File: src/rtl/kd_pkg.sv
// rtl/kd_pkg.sv - shared constants and types for the INTT halving stage
//
// Moduli, polynomial lengths, lane widths and the Kyber/Dilithium mode
// encoding used by kd_intt_half_pipe and its lane sub-module.
package kd_pkg;

    localparam int unsigned KQ      = 3329;
    localparam int unsigned DQ      = 8380417;
    localparam int unsigned K_WORDS = 128;
    localparam int unsigned D_WORDS = 256;

    localparam int KW    = 12;
    localparam int DW    = 24;
    localparam int CNT_W = 8;

    typedef enum logic {
        KD_MODE_K = 1'b0,
        KD_MODE_D = 1'b1
    } kd_mode_e;

endpackage

File: src/rtl/mod_half_lane.sv
// rtl/mod_half_lane.sv - combinational x * 2^-1 mod Q for one lane
//
// Ports:
//   x_i : lane value, expected in [0,Q)
//   r_o : x/2 when x is even, (x+Q)/2 when x is odd
// Q is odd, so x+Q is even whenever x is odd and the shift is exact. The
// sum needs one extra bit; for x in [0,Q) the result stays in [0,Q).
module mod_half_lane #(
    parameter int          W = 12,
    parameter int unsigned Q = 3329
) (
    input  logic [W-1:0] x_i,
    output logic [W-1:0] r_o
);

    logic [W:0] sum;

    assign sum = {1'b0, x_i} + (W+1)'(Q);
    assign r_o = x_i[0] ? sum[W:1] : {1'b0, x_i[W-1:1]};

endmodule

File: src/rtl/kd_intt_half_pipe.sv
// rtl/kd_intt_half_pipe.sv - two-stage pipelined modular halving for the INTT path
//
// Ports:
//   clk, rst          : clock, asynchronous active-high reset
//   KD_mode           : 0=Kyber dual 12-bit lanes, 1=Dilithium 24-bit lane;
//                       sampled on the first word of each polynomial
//   halve_en          : per word, 1=halve, 0=pass through
//   in_valid/in_ready/in_data    : input stream
//   out_valid/out_ready/out_data : output stream, same packing as input
//   out_last          : marks the final word of a polynomial
//   busy              : polynomial in progress or pipeline occupied
// Optional (macro KD_HALF_RANGE_CHECK_EN):
//   range_err         : sticky, set when an accepted lane is >= q
//   clr_err           : synchronous clear of range_err (set wins)
module kd_intt_half_pipe
    import kd_pkg::*;
(
    input  logic        clk,
    input  logic        rst,
    input  logic        KD_mode,
    input  logic        halve_en,
    input  logic        in_valid,
    output logic        in_ready,
    input  logic [23:0] in_data,
    output logic        out_valid,
    input  logic        out_ready,
    output logic [23:0] out_data,
    output logic        out_last,
    output logic        busy
`ifdef KD_HALF_RANGE_CHECK_EN
    ,
    output logic        range_err,
    input  logic        clr_err
`endif
);

    // Word counter and the mode latched for the polynomial in progress.
    logic [CNT_W-1:0] cnt_q, cnt_d;
    kd_mode_e         mode_q;

    // Stage 1: captured input word and its tags.
    logic             s1_valid_q;
    logic [23:0]      s1_data_q;
    logic             s1_halve_q;
    kd_mode_e         s1_mode_q;
    logic             s1_last_q;

    // Stage 2: computed result feeding the output port directly.
    logic             s2_valid_q;
    logic [23:0]      s2_data_q;
    logic             s2_last_q;

    logic             adv2, adv1, accept, first_word, term;
    kd_mode_e         eff_mode;

    logic [KW-1:0]    k_lo_r, k_hi_r;
    logic [DW-1:0]    d_r;
    logic [23:0]      half_w, res_w;

    // A stage may load when it is empty or its content leaves this cycle.
    assign adv2     = !s2_valid_q || out_ready;
    assign adv1     = !s1_valid_q || adv2;
    assign in_ready = adv1;
    assign accept   = in_valid && adv1;

    // The first word of a polynomial uses the live mode pin; every later
    // word uses the latched copy so mid-polynomial toggles are ignored.
    assign first_word = (cnt_q == '0);
    assign eff_mode   = first_word ? kd_mode_e'(KD_mode) : mode_q;
    assign term       = (eff_mode == KD_MODE_D) ? (cnt_q == CNT_W'(D_WORDS - 1))
                                                : (cnt_q == CNT_W'(K_WORDS - 1));

    always_comb begin
        cnt_d = cnt_q;
        if (accept) begin
            cnt_d = term ? '0 : cnt_q + CNT_W'(1);
        end
    end

    mod_half_lane #(.W(KW), .Q(KQ)) u_lane_lo (
        .x_i (s1_data_q[11:0]),
        .r_o (k_lo_r)
    );

    mod_half_lane #(.W(KW), .Q(KQ)) u_lane_hi (
        .x_i (s1_data_q[23:12]),
        .r_o (k_hi_r)
    );

    mod_half_lane #(.W(DW), .Q(DQ)) u_lane_d (
        .x_i (s1_data_q),
        .r_o (d_r)
    );

    assign half_w = (s1_mode_q == KD_MODE_D) ? d_r : {k_hi_r, k_lo_r};
    assign res_w  = s1_halve_q ? half_w : s1_data_q;

    always_ff @(posedge clk or posedge rst) begin
        if (rst) begin
            cnt_q      <= '0;
            mode_q     <= KD_MODE_K;
            s1_valid_q <= 1'b0;
            s1_data_q  <= '0;
            s1_halve_q <= 1'b0;
            s1_mode_q  <= KD_MODE_K;
            s1_last_q  <= 1'b0;
            s2_valid_q <= 1'b0;
            s2_data_q  <= '0;
            s2_last_q  <= 1'b0;
        end else begin
            cnt_q <= cnt_d;
            if (accept && first_word) begin
                mode_q <= eff_mode;
            end

            if (adv1) begin
                s1_valid_q <= in_valid;
                if (in_valid) begin
                    s1_data_q  <= in_data;
                    s1_halve_q <= halve_en;
                    s1_mode_q  <= eff_mode;
                    s1_last_q  <= term;
                end
            end

            if (adv2) begin
                s2_valid_q <= s1_valid_q;
                // Drop the last tag with an empty slot so out_last never
                // lingers after the final word has left.
                s2_last_q  <= s1_valid_q && s1_last_q;
                if (s1_valid_q) begin
                    s2_data_q <= res_w;
                end
            end
        end
    end

    assign out_valid = s2_valid_q;
    assign out_data  = s2_data_q;
    assign out_last  = s2_last_q;
    assign busy      = (cnt_q != '0) || s1_valid_q || s2_valid_q;

`ifdef KD_HALF_RANGE_CHECK_EN
    logic range_err_q;
    logic oor;

    // Checked at acceptance against the word's own mode.
    assign oor = (eff_mode == KD_MODE_D) ? (in_data >= 24'(DQ))
                                         : ((in_data[11:0]  >= 12'(KQ)) ||
                                            (in_data[23:12] >= 12'(KQ)));

    always_ff @(posedge clk or posedge rst) begin
        if (rst) begin
            range_err_q <= 1'b0;
        end else if (accept && oor) begin
            range_err_q <= 1'b1;
        end else if (clr_err) begin
            range_err_q <= 1'b0;
        end
    end

    assign range_err = range_err_q;
`endif

endmodule

File: config.mk
export PLATFORM = sky130hd
export DESIGN_NAME = kd_intt_half_pipe
export DESIGN_NICKNAME = d
export VERILOG_FILES = /design/src/rtl/kd_pkg.sv /design/src/rtl/mod_half_lane.sv /design/src/rtl/kd_intt_half_pipe.sv
export SDC_FILE = /design/constraint.sdc
export NUM_CORES = 1
export LEC_CHECK = 0
export CORE_UTILIZATION = 30
export CTS_BUF_LIST = sky130_fd_sc_hd__clkbuf_2
export CTS_CLUSTER_SIZE = 40
export DETAILED_ROUTE_END_ITERATION = 8
export MAX_ROUTING_LAYER = met4
export PLACE_DENSITY = 0.49
export SLEW_MARGIN = 10
export SYNTH_ARGS = -nofsm -noshare
export SYNTH_HDL_FRONTEND = slang
export SYNTH_HIERARCHICAL = 1
export SYNTH_SLANG_ARGS = --single-unit
File: constraint.sdc
create_clock -name clk -period 2.5 [get_ports clk]
set_clock_uncertainty 0.2 [all_clocks]
set_input_delay 0.625 -clock clk [delete_from_list [all_inputs] [get_ports clk]]
set_output_delay 0.625 -clock clk [all_outputs]
set_load 0.005 [all_outputs]
==> results of run 1 <==
registers in the layout (all words and copies together), names as in the netlist:
signal      cells
s1_halve_q      1
mode_q          1
s1_valid_q      1
out_last        1
s1_mode_q       1
out_valid       1
out_data       24
s1_last_q       1
cnt_q           8
s1_data_q      24
cell usage after synthesis (all sizes together) (7+ instances only):
master / number
nand4: 12
xor2: 14
nand2: 143
nand3: 21
mux2i: 25
o21ai: 56
xnor2: 30
nor4: 10
buf: 18
nor2: 11
and3: 7
inv: 13
dfrtp: 63
clkbuf: 7
worst paths after layout:
kind                                end  slack (ns)
min                        out_data[17]        0.21
max in group asynchronous  s1_data_q[4]        1.58
min reg2reg                 out_data[8]        0.30
max reg2reg                out_data[10]        0.18
max                                busy       -0.26
min in group clk            out_data[8]        0.30
cell usage in the layout (no fill, tap or decap), types with 2 or more instances in the layout:
cell / count
o211ai_1: 2
a32oi_1: 2
clkbuf_2: 9
or4_1: 2
a21oi_1: 4
inv_1: 11
and4_1: 3
and3_2: 2
nand4_1: 11
mux2i_1: 25
nor3_1: 4
buf_4: 40
nand2_1: 143
ha_1: 5
a31oi_1: 5
dfrtp_1: 63
nor2_1: 11
bufinv_16: 2
xnor2_1: 30
inv_2: 2
buf_12: 3
clkinvlp_4: 3
o311a_1: 2
or4b_1: 2
nor4_1: 8
and3_1: 5
o21ai_0: 56
clkdlybuf4s50_1: 55
nor4b_1: 3
nand2b_1: 5
xor2_1: 14
nand3_1: 20
mux2_4: 2
timing repair:
action,4_1_cts,5_1_grt
endpoints found under the setup margin,2,2
resized for setup,7,3
setup buffers,1,1
worst max-delay path: stages, from the launching register on:
cell     delay, ns
dfrtp_1       0.43
inv_2         0.07
ha_1          0.13
nor4b_4       0.17
nand2_1       0.10
or3_4         0.34
buf_6         0.12
layout make-up:
class                           count  area (sq um)  share of cell area, %
Clock inverter                      7          96.3                   1.83
Sequential cell                    63          1580                   29.9
Inverter                           13          48.8                  0.927
Antenna cell                        1          2.50                 0.0475
Tap cell                          176           220                   4.18
Multi-Input combinational cell    385          2340                   44.5
Clock buffer                        9          45.0                  0.855
Timing Repair Buffer              100           935                   17.7
kinds of logic after synthesis:
| logic type | synth area share, % |
|---|---|
| and+or+nand+nor | 28.2 |
| AOI/OAI and AO/OA | 10.7 |
| DFF | 38.7 |
| xor gates and xnor gates | 9.46 |
| buffers and inverters | 4.30 |
| muxes | 7.16 |
| adders and majority gates | 1.54 |
where the power goes:
part | internal, W | total (W) | switching [W] | leakage, nW
Clock | 0.000331 | 0.000748 | 0.000417 | 0.0745
Sequential | 0.00125 | 0.00144 | 0.000190 | 0.775
Combinational | 0.000836 | 0.00158 | 0.000748 | 1.46
Total | 0.00241 | 0.00377 | 0.00135 | 2.31
through the flow:
step	cell area (sq um)	power (W)	utilization [%]	hold slack, ns	setup TNS [ns]
final	5270	0.00377	39.8	0.212	-0.257
after global routing	5270	0.00405	39.8	0.206	-0.369
after CTS	5240	0.00381	39.6	0.167	-0.394
after detailed placement	5080	0.00303	38.4	0.271	-1.03
after global placement	5080	0.00301	38.4	0.267	-0.354
after floorplan	4070	0.00238	-	0.266	0
layer usage:
layer / global-route usage [%] / vias up
met4: 6.17 / 0
met3: 3.52 / 12
met1: 22.3 / 1659
met5: - / -
met2: 21.6 / 83
li1: - / 1855
==> impl_metrics.py, run 1 <==
metrics = {
    "outcome": {
        "run_status": "finished with violations",
        "violated_checks": "setup timing",
    },
    "worst_setup_path": {
        "critPathCaptureType": "primary output",
        "arrival_ns": 1.93,
        "type_of_the_setup_path_with_the_least_slack": "reg2out",
        "timing.critical_path.from_type": "register",
        "crit_start": "cnt_q[0]",
        "r2r_cells": 9,
        "required_ns": 1.67,
        "maximum_net_fanout_on_the_critical_path": 2,
        "timing.rr.start": "s1_data_q[0]",
    },
    "clock_network": {
        "clk_transition_reported_paths_ns": 0.20,
        "cts_max_path_buffers": 2,
        "tritoncts_num_sinks": 63,
        "hold_buffers": 0,
        "later_pin_clock_latency_in_the_skew_report_ns": 0.57,
        "cts_made_buffers": 9,
        "cts_tree": "done",
        "htreeDepth": 3,
        "root_buffer": "clkbuf_2",
    },
    "die": {
        "dieArea_sq_mm": 0.0140,
        "chipWidth_microns": 119,
        "floorplan.initialDensity_pct": 30.8,
        "design.core.area_sq_mm": 0.0132,
        "ioPinCount": 58,
        "rows": 42,
        "floorplan.die.height_microns": 119,
    },
    "job": {
        "maxCapViolations": 0,
    },
    "place": {
        "post-dp-hpwl_mm": 7.20,
        "buffer_ports.inserted": 57,
        "placedCellCount": 735,
        "placement.setup.worst_slack_ns": -0.0593,
        "gp_routability_congestion": 0.817,
    },
    "synthesis": {
        "netlist.area_leader.share_pct": 38.7,
        "synth_top_cell_by_area": "dfrtp_1",
        "cells_taking_the_most_area_after_synthesis": "dfrtp_1 39%, nand2_1 13%, o21ai_0 6.9%",
        "avgSynthCellArea_sq_um": 8.38,
        "synth_area_sq_mm": 0.00407,
        "synth_seq_cells": 63,
        "postSynthCellCount": 486,
        "ys.flop_type": "dfrtp_1",
        "synth.lib_cells_used.distinct": 49,
        "ys.warnings.count": 6,
        "ys_seq_area_share_pct": 38.7,
        "async_reset_ff_share_pct": 100,
        "synth.net_count": 521,
        "synth_enable_flop_cells": 0,
    },
    "timing": {
        "min_period_over_period_pct": 110,
        "final_period_minus_worst_setup_slack_ns": 2.76,
        "peak_clock_frequency_supported_by_timing_ghz": 0.363,
        "number_of_pins_with_negative_max_slew_slack_in_the_final_report": 0,
        "postLayoutSetupSlackWorst_ns": -0.257,
        "setup-violations-final": 1,
        "worstMarginPinSlew_ns": 0.445,
        "rel_slew_slack_pct": 70.3,
        "timing.final.hold_violations": 0,
        "grt_setup_unrepaired": "true",
    },
    "grt": {
        "first_global_vias": 3447,
        "grt_pass1_wl_mm": 17.0,
        "grt_util_all_layers_pct": 15.7,
        "grt_remaining_overflow": 0,
        "grt_start_max_net_pins": 64,
        "grt_antenna_before_repair": 1,
    },
    "detailed_routing": {
        "dr_wl_met3_microns": 476,
        "drt-total-wl_mm": 9.99,
        "wirelength_met1_mm": 5.13,
        "route.top_layer_used": "met4",
        "count_of_vias_placed_by_the_detailed_router": 3609,
        "detail-route-antenna-nets": 0,
        "drc_errors": 0,
        "first_iter_violations": 171,
        "drt_pass1_iterations": 4,
        "met2_wirelength_mm": 4.22,
        "detail_route.wl_per_cell_microns": 13.2,
        "viasPerCell": 4.79,
    },
    "power_and_ir_drop": {
        "p_leak_nw": 2.31,
        "ir_worst_vdd_mv": 0.466,
        "power_per_cell_area_mw_per_mm2": 715,
    },
    "layout": {
        "filler_cell_count": 1383,
        "finish.net_count": 607,
        "syn2layout_area_growth_pct": 29.3,
        "drive_gt1_share_pct": 13.7,
        "finalNonFillerCells": 754,
    },
    "hold_path": {
        "path_category_of_the_worst_min_delay_check": "in2async",
    },
}
Power figures use the tool's default switching activity.
==> run 2: changes to the inputs <==
--- a/config.mk
+++ b/config.mk
@@ -5,6 +5,7 @@
 export SDC_FILE = /design/constraint.sdc
 export NUM_CORES = 1
 export LEC_CHECK = 0
+export CORE_MARGIN = 3
 export CORE_UTILIZATION = 30
 export CTS_BUF_LIST = sky130_fd_sc_hd__clkbuf_2
 export CTS_CLUSTER_SIZE = 40
==> impl_metrics.py, run 2 (same netlist as run 1, synthesis figures left out) <==
metrics = {
    "layout": {
        "leading_cell_type_in_the_layout_fill_and_taps_excluded": "nand2_1",
        "layout.area.seq_sq_mm": 0.00158,
        "finish.net_count": 609,
        "finalInstanceArea_sq_mm": 0.00528,
        "multi_input_gate_area_in_the_final_layout_sq_mm": 0.00235,
        "filler_cell_count": 1363,
        "mostFrequentLayoutCells": "143 x nand2_1, 63 x dfrtp_1, 56 x o21ai_0",
        "insertedDiodeCount": 0,
        "syn2layout_area_growth_pct": 29.5,
        "drive_gt1_share_pct": 14.3,
    },
    "worst_setup_path": {
        "timing.rr.start": "s1_data_q[0]",
        "critical_path.reg2reg.endpoint": "out_data[10]",
        "arrival_ns": 1.96,
        "destination_of_the_critical_timing_path": "busy",
        "critical-path-slowest-cell": "dfrtp_1",
        "critPathCaptureType": "primary output",
        "timing.critical_path.from_type": "register",
        "required_ns": 1.67,
        "r2r_cells": 9,
        "crit_start": "cnt_q[0]",
        "worst_path_largest_cell_delay_ns": 0.44,
        "type_of_the_setup_path_with_the_least_slack": "reg2out",
        "worstPathCellList": "inv_2, ha_4, nor4b_4, nand2_1, or3_4, buf_6",
        "worst-r2r-setup-slack_ns": 0.23,
        "maximum_net_fanout_on_the_critical_path": 2,
    },
    "timing": {
        "timing.final.hold_violations": 0,
        "tns_ns": -0.287,
        "number_of_pins_with_negative_max_slew_slack_in_the_final_report": 0,
        "min_period_over_period_pct": 111,
        "rel_slew_slack_pct": 65.0,
        "setup-violations-final": 1,
        "postLayoutSetupSlackWorst_ns": -0.287,
        "peak_clock_frequency_supported_by_timing_ghz": 0.359,
        "final_period_minus_worst_setup_slack_ns": 2.79,
        "worstMarginPinSlew_ns": 0.524,
        "grt_setup_unrepaired": "true",
    },
    "grt": {
        "grt_pass1_wl_mm": 17.1,
        "global_route.peak_usage_layer": "met1",
        "grt_util_met1_pct": 20.9,
        "grt_remaining_overflow": 0,
        "grt.met3_usage_pct": 3.27,
        "grt_util_all_layers_pct": 14.6,
        "grt_antenna_before_repair": 0,
        "first_global_vias": 3458,
        "groute.layer.met2.usage_pct": 20.3,
        "grt_start_max_net_pins": 64,
    },
    "power_and_ir_drop": {
        "p_leak_nw": 2.31,
        "internal_power_w": 0.00243,
        "switching_power_w": 0.00136,
        "comb_power_share_pct": 42.6,
        "power_per_cell_area_mw_per_mm2": 719,
        "power.switching_fraction_pct": 35.9,
        "pwr-share-seq_pct": 37.7,
        "ir_worst_vdd_mv": 0.503,
        "clkPwrFrac_pct": 19.6,
        "total_power_w": 0.00379,
    },
    "place": {
        "buffer_ports.inserted": 57,
        "gp_routability_congestion": 0.859,
        "post-dp-hpwl_mm": 7.30,
        "placement.setup.worst_slack_ns": -0.0715,
        "placement.cell_area_sq_mm": 0.00508,
    },
    "detailed_routing": {
        "detail-route-antenna-nets": 0,
        "drc_errors": 0,
        "viasPerCell": 4.82,
        "count_of_vias_placed_by_the_detailed_router": 3620,
        "drt-total-wl_mm": 10.1,
        "detail_route.wl_per_cell_microns": 13.5,
        "first_iter_violations": 128,
        "drt_pass1_iterations": 4,
    },
    "clock_network": {
        "hold_buffers": 0,
        "cts_tree": "done",
        "later_pin_clock_latency_in_the_skew_report_ns": 0.55,
        "cts_made_buffers": 9,
        "cts_max_path_buffers": 2,
        "clk_transition_reported_paths_ns": 0.21,
        "htreeDepth": 3,
        "tritoncts_num_sinks": 63,
        "root_buffer": "clkbuf_2",
    },
    "die": {
        "floorplan.die.height_microns": 123,
        "dieArea_sq_mm": 0.0150,
        "floorplan.initialDensity_pct": 31.5,
        "rows": 41,
        "ioPinCount": 58,
        "design.core.area_sq_mm": 0.0129,
        "chipWidth_microns": 123,
    },
    "outcome": {
        "run_status": "finished with violations",
        "violated_checks": "setup timing",
    },
    "hold_path": {
        "path_category_of_the_worst_min_delay_check": "in2async",
    },
    "job": {
        "maxCapViolations": 0,
    },
}
[run 2: worst min path at each step]
| stage | startpoint | endpoint | slack (ns) | cells past startpoint |
|---|---|---|---|---|
| 5_1_grt | rst | s1_data_q[20] | 0.20 | 3 |
| 3_3_place_gp | out_data[11] | out_data[11] | 0.26 | 2 |
| 4_1_cts | rst | mode_q | 0.18 | 3 |
| 2_1_floorplan | s1_last_q | s1_last_q | 0.27 | 2 |
| 6_report | rst | mode_q | 0.23 | 3 |
| 3_5_place_dp | out_data[9] | out_data[9] | 0.27 | 2 |
[run 2: per-layer routing]
layer	vias up	routed length (microns)
met5	-	0
met4	0	171
met3	15	458
met2	81	4180
met1	1663	5320
li1	1861	-
[run 2: through the flow]
| stage | hold slack [ns] | util, % | cells |
|---|---|---|---|
| 6_report | 0.233 | 40.8 | 751 |
| 5_1_grt | 0.199 | 40.8 | 751 |
| 4_1_cts | 0.181 | 40.7 | 750 |
| 3_5_place_dp | 0.270 | 39.3 | 731 |
| 3_3_place_gp | 0.264 | 39.3 | 731 |
| 2_1_floorplan | 0.266 | - | 486 |
[run 2: final cells by class]
cell class / instances / area share (%)
Inverter: 13 / 0.925
Clock buffer: 9 / 0.854
Multi-Input combinational cell: 385 / 44.5
Timing Repair Buffer: 102 / 17.9
Sequential cell: 63 / 29.9
Tap cell: 172 / 4.08
Clock inverter: 7 / 1.85
[run 2: critical path: cells and delay by family, from the launching register on]
kind | cells | cell delay, ns
fa+ha+maj | 1 | 0.13
buf+inv | 2 | 0.21
flops | 1 | 0.44
simple gates | 3 | 0.62
[run 2: power by group through the flow]
stage	combinational (W)	clock, W	sequential, W
detailed placement	0.00158	0	0.00145
CTS	0.00163	0.000783	0.00144
global placement	0.00157	0	0.00144
floorplan	0.000872	0	0.00150
global route	0.00180	0.000820	0.00147
finish	0.00162	0.000745	0.00143
[run 2: what timing repair did]
item | in CTS | in global routing
setup endpoints to repair | 2 | 3
cloned | 0 | 0
endpoints found under the hold margin | 0 | 0
pin swaps | 0 | 0
gates resized for setup | 12 | 0
setup buffers | 3 | 1
